**src/rtl/pipeline_ctrl_if.sv**
```systemverilog
// Handshake bundle between the pipeline sequencing controller and the datapath:
// hazard/branch/memory/halt status in, register enables, flushes and status out.
interface pipeline_ctrl_if #(
    parameter int REG_W = 4,
    parameter int CNT_W = 16
);
    logic [REG_W-1:0] id_rs;
    logic [REG_W-1:0] id_rt;
    logic             id_rs_used;
    logic             id_rt_used;
    logic             id_halt;
    logic [REG_W-1:0] ex_rd;
    logic             ex_reg_wren;
    logic             ex_mem_to_reg;
    logic             ex_branch_taken;
    logic             mem_req;
    logic             mem_ready;

    logic             pc_wren;
    logic             if_id_wren;
    logic             id_ex_wren;
    logic             ex_mem_wren;
    logic             if_id_flush;
    logic             id_ex_flush;
    logic             mem_wb_bubble;
    logic             halted;
    logic [CNT_W-1:0] stall_cnt;

    // The datapath side drives status and consumes the enables.
    modport master (
        output id_rs, id_rt, id_rs_used, id_rt_used, id_halt,
               ex_rd, ex_reg_wren, ex_mem_to_reg, ex_branch_taken,
               mem_req, mem_ready,
        input  pc_wren, if_id_wren, id_ex_wren, ex_mem_wren,
               if_id_flush, id_ex_flush, mem_wb_bubble, halted, stall_cnt
    );

    modport slave (
        input  id_rs, id_rt, id_rs_used, id_rt_used, id_halt,
               ex_rd, ex_reg_wren, ex_mem_to_reg, ex_branch_taken,
               mem_req, mem_ready,
        output pc_wren, if_id_wren, id_ex_wren, ex_mem_wren,
               if_id_flush, id_ex_flush, mem_wb_bubble, halted, stall_cnt
    );
endinterface

```
**src/rtl/pipeline_ctrl.sv**
```systemverilog
// Pipeline sequencing controller: decides advance/hold/bubble for every pipeline
// register from load-use, taken-branch, data-memory wait and halt, and counts stalls.
module pipeline_ctrl #(
    parameter int REG_W = 4,
    parameter int CNT_W = 16
) (
    input logic              clk,
    input logic              rst,
    pipeline_ctrl_if.slave   ctrl
);

    typedef enum logic [1:0] {
        RUN    = 2'd0,
        DRAIN  = 2'd1,
        HALTED = 2'd2
    } state_e;

    state_e           state_q, state_d;
    logic             memWait_q, memWait_d;
    logic [1:0]       drainCnt_q, drainCnt_d;
    logic [CNT_W-1:0] stallCnt_q, stallCnt_d;

    logic freeze;
    logic loadUse;
    logic stallCycle;

    // The first cycle of every access is frozen; the mem_ready cycle is not.
    assign freeze = (!memWait_q && ctrl.mem_req) || (memWait_q && !ctrl.mem_ready);

    assign loadUse = ctrl.ex_reg_wren && ctrl.ex_mem_to_reg &&
                     (ctrl.ex_rd != REG_W'(0)) &&
                     ((ctrl.id_rs_used && (ctrl.id_rs == ctrl.ex_rd)) ||
                      (ctrl.id_rt_used && (ctrl.id_rt == ctrl.ex_rd)));

    assign stallCycle = (state_q != HALTED) &&
                        (freeze || (state_q == RUN && loadUse && !ctrl.ex_branch_taken));

    always_ff @(posedge clk) begin
        if (rst) begin
            state_q    <= RUN;
            memWait_q  <= 1'b0;
            drainCnt_q <= 2'd0;
            stallCnt_q <= '0;
        end else begin
            state_q    <= state_d;
            memWait_q  <= memWait_d;
            drainCnt_q <= drainCnt_d;
            stallCnt_q <= stallCnt_d;
        end
    end

    always_comb begin
        state_d    = state_q;
        memWait_d  = memWait_q;
        drainCnt_d = drainCnt_q;
        stallCnt_d = stallCnt_q;

        ctrl.pc_wren       = 1'b1;
        ctrl.if_id_wren    = 1'b1;
        ctrl.id_ex_wren    = 1'b1;
        ctrl.ex_mem_wren   = 1'b1;
        ctrl.if_id_flush   = 1'b0;
        ctrl.id_ex_flush   = 1'b0;
        ctrl.mem_wb_bubble = 1'b0;
        ctrl.halted        = (state_q == HALTED);
        ctrl.stall_cnt     = stallCnt_q;

        if (!memWait_q && ctrl.mem_req) begin
            memWait_d = 1'b1;
        end else if (memWait_q && ctrl.mem_ready) begin
            memWait_d = 1'b0;
        end

        if (stallCycle && (stallCnt_q != {CNT_W{1'b1}})) begin
            stallCnt_d = stallCnt_q + CNT_W'(1);
        end

        if (rst) begin
            ctrl.pc_wren       = 1'b0;
            ctrl.if_id_wren    = 1'b0;
            ctrl.id_ex_wren    = 1'b0;
            ctrl.ex_mem_wren   = 1'b0;
            ctrl.if_id_flush   = 1'b1;
            ctrl.id_ex_flush   = 1'b1;
            ctrl.mem_wb_bubble = 1'b1;
            ctrl.halted        = 1'b0;
        end else if (freeze) begin
            // Everything holds; only WB is bubbled so it does not commit twice.
            ctrl.pc_wren       = 1'b0;
            ctrl.if_id_wren    = 1'b0;
            ctrl.id_ex_wren    = 1'b0;
            ctrl.ex_mem_wren   = 1'b0;
            ctrl.mem_wb_bubble = 1'b1;
        end else begin
            case (state_q)
                HALTED: begin
                    ctrl.pc_wren       = 1'b0;
                    ctrl.if_id_wren    = 1'b0;
                    ctrl.id_ex_wren    = 1'b0;
                    ctrl.ex_mem_wren   = 1'b0;
                    ctrl.mem_wb_bubble = 1'b1;
                end
                DRAIN: begin
                    ctrl.pc_wren     = 1'b0;
                    ctrl.if_id_wren  = 1'b0;
                    ctrl.id_ex_flush = 1'b1;
                    drainCnt_d       = drainCnt_q - 2'd1;
                    if (drainCnt_d == 2'd0) begin
                        state_d = HALTED;
                    end
                end
                RUN: begin
                    if (ctrl.ex_branch_taken) begin
                        ctrl.if_id_flush = 1'b1;
                        ctrl.id_ex_flush = 1'b1;
                    end else if (loadUse) begin
                        ctrl.pc_wren     = 1'b0;
                        ctrl.if_id_wren  = 1'b0;
                        ctrl.id_ex_flush = 1'b1;
                    end else if (ctrl.id_halt) begin
                        // HLT moves on to EX and the two older instructions drain out.
                        ctrl.pc_wren    = 1'b0;
                        ctrl.if_id_wren = 1'b0;
                        state_d         = DRAIN;
                        drainCnt_d      = 2'd2;
                    end
                end
                default: begin
                    state_d = RUN;
                end
            endcase
        end
    end

endmodule

```
**src/flat_wrapper.sv**
```systemverilog
// flat-port wrapper written by rule: the top's interface ports become plain ports
module pipeline_ctrl_flat 
#(
    parameter int REG_W = 4,
    parameter int CNT_W = 16
)
  (clk, rst, ctrl_id_rs, ctrl_id_rt, ctrl_id_rs_used, ctrl_id_rt_used, ctrl_id_halt, ctrl_ex_rd, ctrl_ex_reg_wren, ctrl_ex_mem_to_reg, ctrl_ex_branch_taken, ctrl_mem_req, ctrl_mem_ready, ctrl_pc_wren, ctrl_if_id_wren, ctrl_id_ex_wren, ctrl_ex_mem_wren, ctrl_if_id_flush, ctrl_id_ex_flush, ctrl_mem_wb_bubble, ctrl_halted, ctrl_stall_cnt);
  pipeline_ctrl_if #(.REG_W(REG_W), .CNT_W(CNT_W)) ctrl_i ();
  input logic clk;
  input logic rst;
  input wire logic [$bits(ctrl_i.id_rs)-1:0] ctrl_id_rs;
  input wire logic [$bits(ctrl_i.id_rt)-1:0] ctrl_id_rt;
  input wire logic [$bits(ctrl_i.id_rs_used)-1:0] ctrl_id_rs_used;
  input wire logic [$bits(ctrl_i.id_rt_used)-1:0] ctrl_id_rt_used;
  input wire logic [$bits(ctrl_i.id_halt)-1:0] ctrl_id_halt;
  input wire logic [$bits(ctrl_i.ex_rd)-1:0] ctrl_ex_rd;
  input wire logic [$bits(ctrl_i.ex_reg_wren)-1:0] ctrl_ex_reg_wren;
  input wire logic [$bits(ctrl_i.ex_mem_to_reg)-1:0] ctrl_ex_mem_to_reg;
  input wire logic [$bits(ctrl_i.ex_branch_taken)-1:0] ctrl_ex_branch_taken;
  input wire logic [$bits(ctrl_i.mem_req)-1:0] ctrl_mem_req;
  input wire logic [$bits(ctrl_i.mem_ready)-1:0] ctrl_mem_ready;
  output wire logic [$bits(ctrl_i.pc_wren)-1:0] ctrl_pc_wren;
  output wire logic [$bits(ctrl_i.if_id_wren)-1:0] ctrl_if_id_wren;
  output wire logic [$bits(ctrl_i.id_ex_wren)-1:0] ctrl_id_ex_wren;
  output wire logic [$bits(ctrl_i.ex_mem_wren)-1:0] ctrl_ex_mem_wren;
  output wire logic [$bits(ctrl_i.if_id_flush)-1:0] ctrl_if_id_flush;
  output wire logic [$bits(ctrl_i.id_ex_flush)-1:0] ctrl_id_ex_flush;
  output wire logic [$bits(ctrl_i.mem_wb_bubble)-1:0] ctrl_mem_wb_bubble;
  output wire logic [$bits(ctrl_i.halted)-1:0] ctrl_halted;
  output wire logic [$bits(ctrl_i.stall_cnt)-1:0] ctrl_stall_cnt;
  assign ctrl_i.id_rs = ctrl_id_rs;
  assign ctrl_i.id_rt = ctrl_id_rt;
  assign ctrl_i.id_rs_used = ctrl_id_rs_used;
  assign ctrl_i.id_rt_used = ctrl_id_rt_used;
  assign ctrl_i.id_halt = ctrl_id_halt;
  assign ctrl_i.ex_rd = ctrl_ex_rd;
  assign ctrl_i.ex_reg_wren = ctrl_ex_reg_wren;
  assign ctrl_i.ex_mem_to_reg = ctrl_ex_mem_to_reg;
  assign ctrl_i.ex_branch_taken = ctrl_ex_branch_taken;
  assign ctrl_i.mem_req = ctrl_mem_req;
  assign ctrl_i.mem_ready = ctrl_mem_ready;
  assign ctrl_pc_wren = ctrl_i.pc_wren;
  assign ctrl_if_id_wren = ctrl_i.if_id_wren;
  assign ctrl_id_ex_wren = ctrl_i.id_ex_wren;
  assign ctrl_ex_mem_wren = ctrl_i.ex_mem_wren;
  assign ctrl_if_id_flush = ctrl_i.if_id_flush;
  assign ctrl_id_ex_flush = ctrl_i.id_ex_flush;
  assign ctrl_mem_wb_bubble = ctrl_i.mem_wb_bubble;
  assign ctrl_halted = ctrl_i.halted;
  assign ctrl_stall_cnt = ctrl_i.stall_cnt;
  pipeline_ctrl #(.REG_W(REG_W), .CNT_W(CNT_W)) u_core (.clk(clk), .rst(rst), .ctrl(ctrl_i));
endmodule
```
**config.mk**
```make
export PLATFORM = sky130hd
export DESIGN_NAME = pipeline_ctrl_flat
export DESIGN_NICKNAME = d
export VERILOG_FILES = /design/src/rtl/pipeline_ctrl_if.sv /design/src/rtl/pipeline_ctrl.sv /design/src/flat_wrapper.sv
export SDC_FILE = /design/constraint.sdc
export NUM_CORES = 1
export LEC_CHECK = 0
export CAP_MARGIN = 20
export CORE_AREA = 2 2 74 62
export DETAILED_ROUTE_END_ITERATION = 16
export DIE_AREA = 0 0 76 64
export GPL_TIMING_DRIVEN = 0
export PLACE_DENSITY = 0.73
export SLEW_MARGIN = 20
export SYNTH_ARGS = -nofsm -noshare
export SYNTH_HDL_FRONTEND = slang
export SYNTH_SLANG_ARGS = --single-unit
```
**constraint.sdc**
```tcl
create_clock -name clk -period 5.25 [get_ports clk]
set_input_delay 1.05 -clock clk [delete_from_list [all_inputs] [get_ports clk]]
set_output_delay 1.05 -clock clk [all_outputs]
set_load 0.02 [all_outputs]
```
==> metrics.cfg, run 1 <==
[run_status]
status=finished clean

[detailed_routing]
drtAntennaViolNets=0
routed_wl_mm=3.91
drt_first_pass_iters=4
dr_total_vias=1576
drc=0
avgRoutedWirePerCell_um=13.0
drt-initial-drc-count=89
routed_via_density=5.22

[min_path]
min_to=u_core.drainCnt_q[1]
hold_class=reg -> reg
min_from=u_core.drainCnt_q[1]
whs_path_depth=2

[power]
cellPowerDensity_mw_per_mm2=172
peakVddDrop_uv=162
p_total_uw=368
power_leakage_uw=0.000763

[clock_tree]
cts_made_buffers=3
cts_tree=yes
ctsHoldBuffers=0
htreeDepth=1
worstSkewPairLatency_ns=0.26
post-cts-setup-buffer-count=0
path_clk_slew_ns=0.08
clk_path_buf_depth=2
cts_resized=0
ctsRootBufferMaster=clkbuf_8
cts.sinks=21

[grt]
grt_max_degree=12
antenna_found_initial=0
grt_pass1_wl_mm=6.71
grt_pass1_vias=1444
gr-total-overflow=0
grt_usage_pct=16.4

[timing]
finalHoldViolCount=0
fin_crit_sh_pct=91.0
fmax_ghz=0.209
finalMaxSlewViolations=0
period_needed_ns=4.78
finalSetupTns_ns=0
setup_viol=0
worst_pin_slew_ns=0.758
grt_setup_unrepaired=false
skew_ns=0.00200
max_slew_margin_pct=49.1

[floorplanning]
die_y_um=64
initial_core_util_pct=38.6
die_area_mm2=0.00486
io_pins=46
coreArea_mm2=0.00407
rows=21
die_w_um=76

[logic_synthesis]
syn_area_per_cell_um2=8.02
yosys-top-cells-area=dfxtp_1 (27%), mux2_2 (10%), nor2_1 (6.2%), nor2b_1 (6.0%), ha_1 (4.0%)
synth_fp_nets=223
synth_top_area_share_pct=26.8
yosysTopAreaCell=dfxtp_1
synthesis.area_mm2=0.00157
synth_seq_cells=21
ys_async_sr_fraction_pct=0
synth.most_common_cell=nor2_1
synth.distinct_cells=42
synth_warnings=0
synth-edff-count=0
syn_inst=196
yosysSeqAreaShare_pct=26.8
synthTopCellsByCount=nor2_1 (26), dfxtp_1 (21), nor2b_1 (15), mux2_2 (14), nand2_1 (12)
synth-main-ff-cell=dfxtp_1

[layout]
layout-drive-gt1-share_pct=10.2
layout.nets=273
fin_area_mm2=0.00214
nFillCells=410
syn2layout_area_growth_pct=36.1
antenna_cells=0
fin_cells=302

[setup_path]
slowest_stage=clkdlybuf4s50_1
end_kind=output port
cp.arrival_ns=3.73
worstRegToRegCells=7
r2r_end=u_core.ctrl.stall_cnt[9]
crit_path_start_kind=input port
path_cells=clkdlybuf4s50_1 -> nor4_1 -> nor2_1 -> and4_1 -> nor3_1 -> nor3_1 -> a2111oi_0 -> buf_4 -> clkdlybuf4s50_1
critical_path_class=in -> out
cpPeakStageDelay_ns=0.59
cp.required_ns=4.20
reg2reg_from=u_core.state_q[0]
rrSetupSlack_ns=2.87
crit_buf_inv=3
critPathLaunch=ctrl_ex_rd[1]
path_max_fanout=4
cpLargestDelayFamily=buffers and inverters

[placed_design]
hpwl_mm=3.02
portBuffers=45
dp.cells=298
placed_area_mm2=0.00209
place_congestion=0.869

[flow_run]
maxCapViolations=0

## layout by cell type, fill, tap and decap left out, types with 3 or more instances in the layout
cell	n
clkdlybuf4s50_1	45
nor2_1	26
dfxtp_1	21
nor2b_1	15
mux2_2	14
nand2_1	12
inv_1	10
clkbuf_1	9
nand4_1	8
nand3_1	7
a211oi_1	7
xor2_1	6
nor3_1	6
ha_1	5
and4_1	3
nand3b_1	3
a2111oi_0	3
or4_1	3
o41ai_1	3
a21oi_1	3
clkbuf_8	3
## metal layers
metal,wire (µm),global-route usage [%],share of wire [%],up-vias
met5,0,0,0,-
met3,232,3.53,5.9,2
met2,1650,25.0,42,42
met4,16,3.18,0.41,0
met1,2020,23.9,52,719
li1,-,-,-,813
## sequential cells by signal, summed over array words and instances, names as in the netlist
| register | cells |
|---|---|
| u_core.drainCnt_q | 2 |
| u_core.memWait_q | 1 |
| u_core.state_q | 2 |
| u_core.ctrl.stall_cnt | 16 |
## worst reg2reg max path, cell delays in order, from the launching register on
cell	delay, ns
dfxtp_1	0.34
inv_1	0.09
ha_1	0.14
clkbuf_1	0.27
o211ai_1	0.20
a21o_1	0.25
a2111oi_0	0.59
mux2_2	0.40
## cell type report
class	count	area, µm²	area share [%]
clock buffer	4	45.0	2.11
buffer	12	55.1	2.57
tap	57	71.3	3.34
sequential	21	420	19.7
multi-input combinational	153	1060	49.5
inverter	10	37.5	1.76
timing repair buffer	45	450	21.1
## where the power goes
group / switching, µW / internal [µW]
Sequential: 6.02 / 163
Combinational: 47.0 / 45.7
Clock: 52.2 / 54.0
## cells by family (layout without fill, tap and decap cells)
logic type | Yosys count | in the layout | synth area share (%)
AND/OR/NAND/NOR | 97 | 97 | 34.1
XOR/XNOR | 8 | 8 | 4.46
AO/OA/AOI/OAI | 27 | 27 | 13.5
flip-flops | 21 | 21 | 26.8
buffers and inverters | 22 | 71 | 5.89
adder cells (fa/ha/maj) | 5 | 5 | 3.98
multiplexers | 16 | 16 | 11.4
## through the flow
| stage | util (%) | worst slack [ns] | hold WS (ns) |
|---|---|---|---|
| finish | 52.5 | 0.475 | 0.507 |
| global route | 52.5 | 0.293 | 0.521 |
| CTS | 52.5 | 0.460 | 0.510 |
| detailed placement | 51.4 | 0.474 | 0.488 |
| global placement | 51.4 | 0.480 | 0.478 |
| floorplan | - | 0.868 | 0.452 |
## how the worst max path moves through the flow
stage / endpoint / cells after the start / slack (ns)
floorplan: ctrl_pc_wren / 7 / 0.87
global placement: ctrl_pc_wren / 9 / 0.48
detailed placement: ctrl_pc_wren / 9 / 0.47
CTS: ctrl_pc_wren / 9 / 0.46
global route: ctrl_pc_wren / 9 / 0.29
finish: ctrl_pc_wren / 9 / 0.47
(Power assumes the default switching activity.)
==> run 2: changes to the inputs <==
- CAP_MARGIN: 20 -> 25
==> results of run 2 <==
No change in the layout: final DEF, timing and power equal those of run 1.
==> run 3: changes to the inputs <==
- ABC_CLOCK_PERIOD_IN_PS: unset -> 5250
==> results of run 3 <==
No change in the layout: final DEF, timing and power equal those of run 1.
